--- src/rtl/tcbm_drive_link.sv ---
// ---------------------------------------------------------------------------
// tcbm_drive_link
//   Drive-side end of a 1551-style TCBM parallel link. The host presents a
//   code byte and a second byte using a 4-phase DAV/ACK handshake. Received
//   bytes go to the local drive controller over the rx valid/ready stream.
//   Reply bytes for code 0x83 come back over the tx valid/ready stream.
//   Status bits for the host are driven on st_out.
//
// Ports
//   phi2       clock; all state changes on its rising edge
//   reset      synchronous, active-high reset
//   pa_in      sampled TCBM data bus (host to drive)
//   pa_out     TCBM data bus drive value
//   pa_oe      1 = drive pa_out onto the bus
//   dav_in     host DAV, active low, asynchronous to phi2
//   ack_out    drive ACK, active low
//   st_out     status to host: 00 ok, 01 read timeout, 10 write timeout, 11 EOI
//   rx_data    received byte
//   rx_kind    00 command (0x81), 01 data (0x82), 10 data+EOI (0x84)
//   rx_valid   rx_data/rx_kind valid
//   rx_ready   local side accepts the rx byte
//   tx_data    reply byte for code 0x83
//   tx_status  status sent with the reply byte
//   tx_valid   tx_data/tx_status valid
//   tx_ready   high while the engine waits for a reply byte
//   bad_code   one-cycle pulse when an unknown code byte completes
//   busy       high in every state except IDLE
//
// Parameters
//   SYNC_STAGES  flops synchronising dav_in (minimum 2)
//   TIMEOUT      cycles to wait for the local side (2..65535)
//
// FSM states
//   state      | meaning
//   IDLE       | waiting for DAV low carrying a code byte
//   CODE_ACK   | code byte acknowledged, waiting for DAV high
//   WAIT_BYTE2 | waiting for DAV low of the second byte
//   RX_HOLD    | received byte offered to the local side
//   TX_WAIT    | waiting for the local side to supply a reply byte
//   BYTE2_ACK  | second byte acknowledged, waiting for DAV high
// ---------------------------------------------------------------------------
module tcbm_drive_link #(
  parameter int SYNC_STAGES = 2,
  parameter int TIMEOUT     = 4096
) (
  input  logic       phi2,
  input  logic       reset,
  input  logic [7:0] pa_in,
  output logic [7:0] pa_out,
  output logic       pa_oe,
  input  logic       dav_in,
  output logic       ack_out,
  output logic [1:0] st_out,
  output logic [7:0] rx_data,
  output logic [1:0] rx_kind,
  output logic       rx_valid,
  input  logic       rx_ready,
  input  logic [7:0] tx_data,
  input  logic [1:0] tx_status,
  input  logic       tx_valid,
  output logic       tx_ready,
  output logic       bad_code,
  output logic       busy
);

  typedef enum logic [2:0] {
    IDLE       = 3'd0,
    CODE_ACK   = 3'd1,
    WAIT_BYTE2 = 3'd2,
    RX_HOLD    = 3'd3,
    TX_WAIT    = 3'd4,
    BYTE2_ACK  = 3'd5
  } state_t;

  // Last count value before a timeout is declared.
  localparam logic [15:0] CNT_LAST = 16'(TIMEOUT - 1);

  localparam logic [1:0] ST_OK    = 2'b00;
  localparam logic [1:0] ST_RD_TO = 2'b01;
  localparam logic [1:0] ST_WR_TO = 2'b10;
  localparam logic [1:0] ST_EOI   = 2'b11;

  // ---------------------------------------------------------------------
  // DAV synchroniser. It resets to the released (high) level so a reset
  // never looks like the start of a new code byte.
  // ---------------------------------------------------------------------
  logic [SYNC_STAGES-1:0] dav_sync_q;
  logic                   dav_s;

  always_ff @(posedge phi2) begin
    if (reset) begin
      dav_sync_q <= '1;
    end else begin
      dav_sync_q <= {dav_sync_q[SYNC_STAGES-2:0], dav_in};
    end
  end

  assign dav_s = dav_sync_q[SYNC_STAGES-1];

  // ---------------------------------------------------------------------
  // State and output registers
  // ---------------------------------------------------------------------
  state_t      state_q,    state_d;
  logic [7:0]  code_q,     code_d;
  logic [15:0] cnt_q,      cnt_d;
  logic        ack_q,      ack_d;
  logic [7:0]  pa_out_q,   pa_out_d;
  logic        pa_oe_q,    pa_oe_d;
  logic [1:0]  st_q,       st_d;
  logic [7:0]  rx_data_q,  rx_data_d;
  logic [1:0]  rx_kind_q,  rx_kind_d;
  logic        rx_valid_q, rx_valid_d;
  logic        tx_ready_q, tx_ready_d;
  logic        bad_q,      bad_d;
  logic        busy_q,     busy_d;

  // Code byte decode
  logic       code_write;
  logic       code_read;
  logic [1:0] code_kind;

  always_comb begin
    code_write = 1'b0;
    code_read  = 1'b0;
    code_kind  = 2'b00;
    case (code_q)
      8'h81: begin
        code_write = 1'b1;
        code_kind  = 2'b00;
      end
      8'h82: begin
        code_write = 1'b1;
        code_kind  = 2'b01;
      end
      8'h84: begin
        code_write = 1'b1;
        code_kind  = 2'b10;
      end
      8'h83: begin
        code_read  = 1'b1;
      end
      default: begin
        code_write = 1'b0;
      end
    endcase
  end

  always_ff @(posedge phi2) begin
    if (reset) begin
      state_q    <= IDLE;
      code_q     <= 8'h00;
      cnt_q      <= 16'd0;
      ack_q      <= 1'b1;
      pa_out_q   <= 8'h00;
      pa_oe_q    <= 1'b0;
      st_q       <= ST_OK;
      rx_data_q  <= 8'h00;
      rx_kind_q  <= 2'b00;
      rx_valid_q <= 1'b0;
      tx_ready_q <= 1'b0;
      bad_q      <= 1'b0;
      busy_q     <= 1'b0;
    end else begin
      state_q    <= state_d;
      code_q     <= code_d;
      cnt_q      <= cnt_d;
      ack_q      <= ack_d;
      pa_out_q   <= pa_out_d;
      pa_oe_q    <= pa_oe_d;
      st_q       <= st_d;
      rx_data_q  <= rx_data_d;
      rx_kind_q  <= rx_kind_d;
      rx_valid_q <= rx_valid_d;
      tx_ready_q <= tx_ready_d;
      bad_q      <= bad_d;
      busy_q     <= busy_d;
    end
  end

  // ---------------------------------------------------------------------
  // Next-state and next-output logic
  // ---------------------------------------------------------------------
  always_comb begin
    state_d    = state_q;
    code_d     = code_q;
    cnt_d      = cnt_q;
    ack_d      = ack_q;
    pa_out_d   = pa_out_q;
    pa_oe_d    = pa_oe_q;
    st_d       = st_q;
    rx_data_d  = rx_data_q;
    rx_kind_d  = rx_kind_q;
    rx_valid_d = rx_valid_q;
    tx_ready_d = tx_ready_q;
    bad_d      = 1'b0;

    case (state_q)
      IDLE: begin
        if (!dav_s) begin
          code_d  = pa_in;
          st_d    = ST_OK;
          ack_d   = 1'b0;
          state_d = CODE_ACK;
        end
      end

      CODE_ACK: begin
        if (dav_s) begin
          ack_d = 1'b1;
          if (code_write || code_read) begin
            state_d = WAIT_BYTE2;
          end else begin
            bad_d   = 1'b1;
            state_d = IDLE;
          end
        end
      end

      WAIT_BYTE2: begin
        if (!dav_s) begin
          cnt_d = 16'd0;
          if (code_read) begin
            tx_ready_d = 1'b1;
            state_d    = TX_WAIT;
          end else begin
            rx_data_d  = pa_in;
            rx_kind_d  = code_kind;
            rx_valid_d = 1'b1;
            state_d    = RX_HOLD;
          end
        end
      end

      RX_HOLD: begin
        // Acceptance is checked first so a hand-off on the terminal count
        // cycle still counts as a successful transfer.
        if (rx_ready) begin
          rx_valid_d = 1'b0;
          st_d       = (rx_kind_q == 2'b10) ? ST_EOI : ST_OK;
          ack_d      = 1'b0;
          state_d    = BYTE2_ACK;
        end else if (cnt_q == CNT_LAST) begin
          rx_valid_d = 1'b0;
          st_d       = ST_WR_TO;
          ack_d      = 1'b0;
          state_d    = BYTE2_ACK;
        end else begin
          cnt_d = cnt_q + 16'd1;
        end
      end

      TX_WAIT: begin
        if (tx_valid) begin
          pa_out_d   = tx_data;
          st_d       = tx_status;
          pa_oe_d    = 1'b1;
          tx_ready_d = 1'b0;
          ack_d      = 1'b0;
          state_d    = BYTE2_ACK;
        end else if (cnt_q == CNT_LAST) begin
          pa_out_d   = 8'h00;
          st_d       = ST_RD_TO;
          pa_oe_d    = 1'b1;
          tx_ready_d = 1'b0;
          ack_d      = 1'b0;
          state_d    = BYTE2_ACK;
        end else begin
          cnt_d = cnt_q + 16'd1;
        end
      end

      BYTE2_ACK: begin
        // st_out is left alone: the host reads it after ACK is released.
        if (dav_s) begin
          ack_d   = 1'b1;
          pa_oe_d = 1'b0;
          state_d = IDLE;
        end
      end

      default: begin
        state_d = IDLE;
      end
    endcase

    busy_d = (state_d != IDLE);
  end

  assign pa_out   = pa_out_q;
  assign pa_oe    = pa_oe_q;
  assign ack_out  = ack_q;
  assign st_out   = st_q;
  assign rx_data  = rx_data_q;
  assign rx_kind  = rx_kind_q;
  assign rx_valid = rx_valid_q;
  assign tx_ready = tx_ready_q;
  assign bad_code = bad_q;
  assign busy     = busy_q;

endmodule

--- config.mk ---
export PLATFORM = sky130hd
export DESIGN_NAME = tcbm_drive_link
export DESIGN_NICKNAME = d
export VERILOG_FILES = /design/src/rtl/tcbm_drive_link.sv
export SDC_FILE = /design/constraint.sdc
export NUM_CORES = 1
export LEC_CHECK = 0
export BUFFER_PORTS_ARGS = -buffer_cell sky130_fd_sc_hd__buf_4
export CORE_ASPECT_RATIO = 0.75
export CORE_UTILIZATION = 54
export CTS_CLUSTER_SIZE = 10
export DETAILED_ROUTE_END_ITERATION = 12
export PLACE_DENSITY = 0.78
export REMOVE_ABC_BUFFERS = 1
export SLEW_MARGIN = 30
export SYNTH_ARGS = -nofsm -noshare
export SYNTH_HDL_FRONTEND = slang
export SYNTH_SLANG_ARGS = --single-unit
--- constraint.sdc ---
create_clock -name phi2 -period 2.15 [get_ports phi2]
set_input_delay 0.215 -clock phi2 [delete_from_list [all_inputs] [get_ports phi2]]
set_output_delay 0.215 -clock phi2 [all_outputs]
set_load 0.05 [all_outputs]
==> results.tsv, run 1 <==
metric	value	unit
Routed WL	5.48	mm
total track usage	24.2	%
slew at the pin closest to its max-slew limit	505	ps
Cell variety after synth	51	
htree depth	2	
setup TNS	0	ps
Iteration-0 DRC Markers	95	
Clock Path Buffers	2	
crit-path max FO	10	
DIE WIDTH	80.8	um
max frequency	490	MHz
Cells after Synth	283	
Core Box Area	4470	um2
Final Hold Fails	0	
register clock-pin slew on the reported worst setup and hold paths	90	ps
GR Overflow Total	0	
status	finished, final reports clean	
initial antenna violation count	0	
Post-DP Area	3010	um2
DR DRC count	0	
via count	2235	
post-synth top area share	43.8	%
post-CTS sizing	0	
CTS sink cnt	55	
CTS tree	built	
largest net degree at the start of global routing	40	
crit path kind	reg2reg	
EDFF count, synth	0	
max cap viols	0	
mean area per synthesized cell	8.89	um2
CP Data Arrival Time	2240	ps
antenna-violating nets left	0	
CP top delay family	compound AO/OA/AOI/OAI gates	
Buf/Inv on CP	0	
hpwl dp	4.10	mm
Rows	21	
Commonest cells post-synth	dfxtp_1, nor2_1, nand2_1, a21oi_1	
worst path cell trace	mux2_2 > o32a_4 > a211oi_4 > a21oi_1 > a31o_2	
layout cell share with drive strength beyond 1	27.8	%
Hold/Removal Path Class	in2reg	
cell type with the largest total area after synthesis	dfxtp_1	
sequential-to-total area share from yosys stat	43.8	%
register bit count reported by yosys	55	
hold_buf cts	0	
Crit path largest cell delay	410	ps
Worst Reg-to-Reg Cells	5	
Hold Crit Depth	2	
Worst setup startpoint	state_q[0]	
final instance area	3110	um2
cts bufs inserted	5	
IO Port Bufs	48	
Layout area overhead	23.6	%
fin nets	366	
global placement routability congestion	0.895	
leak pwr	1.24	nW
Critical Path Sink Type	flop	
number of global-route vias before repair	2000	
PwrDens	582	nW/um2
crit path launch type	flop	
hold path start	dav_in	
top cells by area, synth	dfxtp_1, nor2_1, nand2_1, a21oi_1, mux2i_1	
Synth Cell Area	2520	um2
Final Slew Violations	0	
vias per cell	5.60	
Post-CTS Setup Bufs	0	
Worst IR Drop VDD	0.000396	V
R2R Path Start	state_q[0]	
asr flop ratio synth	0	%
count leader, synth	dfxtp_1	
Die Y-Extent	61.1	um
first-pass GRT wire length	9.05	mm
Synth warnings	0	
Antenna diodes	0	
Pre-Repair DR Iteration Count	4	
Worst-Skew Late Latency	300	ps
drt wl/cell	13.7	um
Levels on crit path	5	
IO Count	49	
clk_skew	4.90	ps
min Tclk post-route	2040	ps
Critical-path top delay cell	dfxtp_1	
Die Footprint	4940	um2
main flop type after synthesis	dfxtp_1	
Rel. slew slack	66.1	%
Setup violations, final	0	
initial cell density of the core	56.3	%
CTS root buf	clkbuf_8	
unrepaired setup endpoints after global routing	no	
fin crit share	94.9	%
hold slack	88.1	ps
critical path data required time	2350	ps
state kept, by name (all words and copies together) (netlist names), 2 cells and up:
name	flops
st_out	2
code_q	8
pa_out	8
cnt_q	16
rx_data	8
dav_sync_q	2
state_q	3
rx_kind	2
area by class of cell:
| class | count | area [um2] |
|---|---|---|
| Clock inverter | 1 | 30.0 |
| Tap cell | 57 | 71.3 |
| Clock buffer | 6 | 72.6 |
| Inverter | 10 | 37.5 |
| Fill cell | 387 | 1360 |
| Multi-Input combinational cell | 205 | 1300 |
| Timing Repair Buffer | 65 | 500 |
| Sequential cell | 55 | 1100 |
worst reg2reg max path, stage by stage, from the launching register on:
cell	delay, ps
dfxtp_1	410
mux2_2	360
o32a_4	380
a211oi_4	410
a21oi_1	140
a31o_2	240
where the power goes:
part	total, mW	switching (mW)	leakage, nW	internal [mW]
logic	0.117	0.0630	0.744	0.0541
clock network	0.655	0.314	0.0513	0.342
registers	1.04	0.00904	0.444	1.03
total	1.81	0.386	1.24	1.42
per-layer routing:
layer,GRT usage (%),share of wire [%]
met5,0,0
met2,37.0,43
met1,33.6,50
met3,5.78,5.2
met4,8.67,1.3
path summary, 6_finish.rpt:
| kind | to | slack (ps) |
|---|---|---|
| worst max-delay path | cnt_q[12] | 110 |
| worst min-delay path | dav_sync_q[0] | 90 |
| worst max register to register | cnt_q[12] | 110 |
| worst min register to register | dav_sync_q[1] | 430 |
cell usage in the layout, fill, tap and decap left out, drive strengths merged, types with 5 or more instances in the layout:
master	instances
a211oi	5
a21oi	22
a22oi	8
a31oi	5
buf	65
clkbuf	6
dfxtp	55
inv	10
mux2i	10
nand2	34
nand3	8
nor2	44
nor3	5
o21ai	5
xnor2	5
stage by stage:
step	setup slack, ps	util (%)	power [mW]	instances
2_1_floorplan	-198	-	1.11	270
5_1_grt	2.49	69.6	1.89	399
6_report	109	69.6	1.81	399
3_5_place_dp	78.6	67.3	1.18	392
3_3_place_gp	147	67.3	1.18	392
4_1_cts	64.2	69.6	1.83	399
logic make-up after synthesis:
group	share of synthesized area (%)
compound gates	21.1
xor+xnor	1.74
fa+ha+maj	0.497
buf+inv	4.67
flops	43.8
mux	4.43
simple gates	23.8
Note: power is estimated with default switching activity, not from simulation.
==> run 2: changes to the inputs <==
--- a/config.mk
+++ b/config.mk
@@ -5,11 +5,12 @@
 export SDC_FILE = /design/constraint.sdc
 export NUM_CORES = 1
 export LEC_CHECK = 0
-export BUFFER_PORTS_ARGS = -buffer_cell sky130_fd_sc_hd__buf_4
 export CORE_ASPECT_RATIO = 0.75
-export CORE_UTILIZATION = 54
+export CORE_MARGIN = 1.5
+export CORE_UTILIZATION = 62
 export CTS_CLUSTER_SIZE = 10
 export DETAILED_ROUTE_END_ITERATION = 12
+export DONT_BUFFER_PORTS = 1
 export PLACE_DENSITY = 0.78
 export REMOVE_ABC_BUFFERS = 1
 export SLEW_MARGIN = 30
==> results.tsv, run 2 (synthesis gave the netlist of run 1 again) <==
metric	value	unit
status	finished, final reports clean	
max reg flops	16	
pre-CTS setup slack	84.9	ps
cts bufs inserted	5	
hold slack	21.7	ps
DR DRC count	0	
number of global-route vias before repair	1918	
initial antenna violation count	0	
Layout area overhead	11.1	%
busiest layer in global routing	met1	
global placement routability congestion	0.848	
Switching Share	23.6	%
CTS root buf	clkbuf_8	
Post-DP Area	2670	um2
global routing usage on met3	7.24	%
first-pass GRT wire length	9.18	mm
PwrDens	602	nW/um2
CP Data Arrival Time	2280	ps
Setup violations, final	0	
IO Count	49	
Final Slew Violations	0	
sw power	0.397	mW
largest net degree at the start of global routing	33	
Pre-Repair DR Iteration Count	4	
initial cell density of the core	66.6	%
Final Hold Fails	0	
Routed WL	5.43	mm
sequential share of power	62.5	%
min Tclk post-route	2080	ps
max frequency	482	MHz
clk_skew	5.62	ps
combinational share of power	3.9	%
met2 usage	36.2	%
most flop-heavy register	cnt_q	
crit path kind	reg2reg	
critical path data required time	2360	ps
via count	2087	
Hold/Removal Path Class	in2reg	
PnR worst setup slack	74.7	ps
vias per cell	5.95	
total track usage	26.5	%
drt wl/cell	15.5	um
Worst-Skew Late Latency	310	ps
DIE WIDTH	76.6	um
htree depth	2	
Iteration-0 DRC Markers	202	
unrepaired setup endpoints after global routing	no	
placed cell count	341	
Clock Path Buffers	2	
final instance area	2800	um2
Core Box Area	3780	um2
setup TNS	0	ps
CTS tree	built	
antenna-violating nets left	0	
Fillers	289	
final cell count without fillers	351	
Antenna diodes	0	
Worst IR Drop VDD	0.000509	V
Rows	19	
register clock-pin slew on the reported worst setup and hold paths	100	ps
GR Overflow Total	0	
Die Footprint	4450	um2
layout cell share with drive strength beyond 1	17.7	%
Clock power frac	33.6	%
Die Y-Extent	58.2	um
leak pwr	1.01	nW
commonest non-fill, non-tap cell in the layout	dfxtp_1	
fin nets	323	
Critical Path Sink Type	flop	
CTS sink cnt	55	
crit-path max FO	9	
most frequent cells in the layout	dfxtp_1, nor2_1, nand2_1, a21oi_1, buf_4	
crit path launch type	flop	
slew at the pin closest to its max-slew limit	562	ps
global-route met1 utilization	40.6	%
max cap viols	0	
total internal power	1.28	mW
IO Port Bufs	0	
Rel. slew slack	62.6	%
hpwl dp	3.85	mm
fin crit share	96.5	%
## run 2: cell count changes in the layout (fill, tap and decap cells not counted), sizes merged
cell / delta
dlygate4sd3: +2
buf: -45
clkinvlp: +1
bufinv: -1
clkbuf: -1
inv: +1
## run 2: path summary, 6_finish.rpt
path	startpoint	endpoint	slack, ps	cells after the start
setup reg to reg	state_q[0]	cnt_q[8]	70	5
setup / recovery	state_q[0]	cnt_q[8]	70	5
hold reg to reg	dav_sync_q[0]	dav_sync_q[1]	430	1
hold / removal	reset	ack_out	20	2
## run 2: final cells by class
type                       count  area, um2  area share, %
inverter                      10       37.5           1.34
tap                           52       65.1           2.33
clock inverter                 2       16.3          0.582
sequential                    55       1100           39.4
timing repair buffer          22        193           6.89
multi-input combinational    205       1310           47.0
clock buffer                   5       68.8           2.46
## run 2: power groups by stage
stage               registers, mW  clock network (mW)  logic (mW)
finish                       1.05               0.564      0.0663
global route                 1.05               0.619      0.0747
CTS                          1.05               0.570      0.0638
detailed placement           1.07                   0      0.0522
global placement             1.07                   0      0.0510
floorplan                    1.07                   0      0.0351
## run 2: what timing repair did
action	4_1_cts	5_1_grt
hold endpoints to repair	33	2
hold buffers	2	1
resized for setup	0	4
setup buffers	0	0
setup endpoints to repair	0	1
## run 2: through the flow
| stage | power, mW | util, % |
|---|---|---|
| after floorplan | 1.11 | - |
| after global placement | 1.13 | 70.6 |
| after detailed placement | 1.13 | 70.6 |
| after CTS | 1.69 | 73.4 |
| after global routing | 1.75 | 73.9 |
| final | 1.68 | 73.9 |
## run 2: critical path, stage by stage (launching register included)
cell	delay, ps
dfxtp_1	420
mux2_2	360
o32a_4	360
a211oi_4	440
a31oi_1	160
a41o_1	220
## run 2: routing by layer
metal | vias up | wire [um]
li1 | 1035 | -
met1 | 969 | 2690
met2 | 78 | 2200
met3 | 5 | 513
met4 | 0 | 34
met5 | - | 0
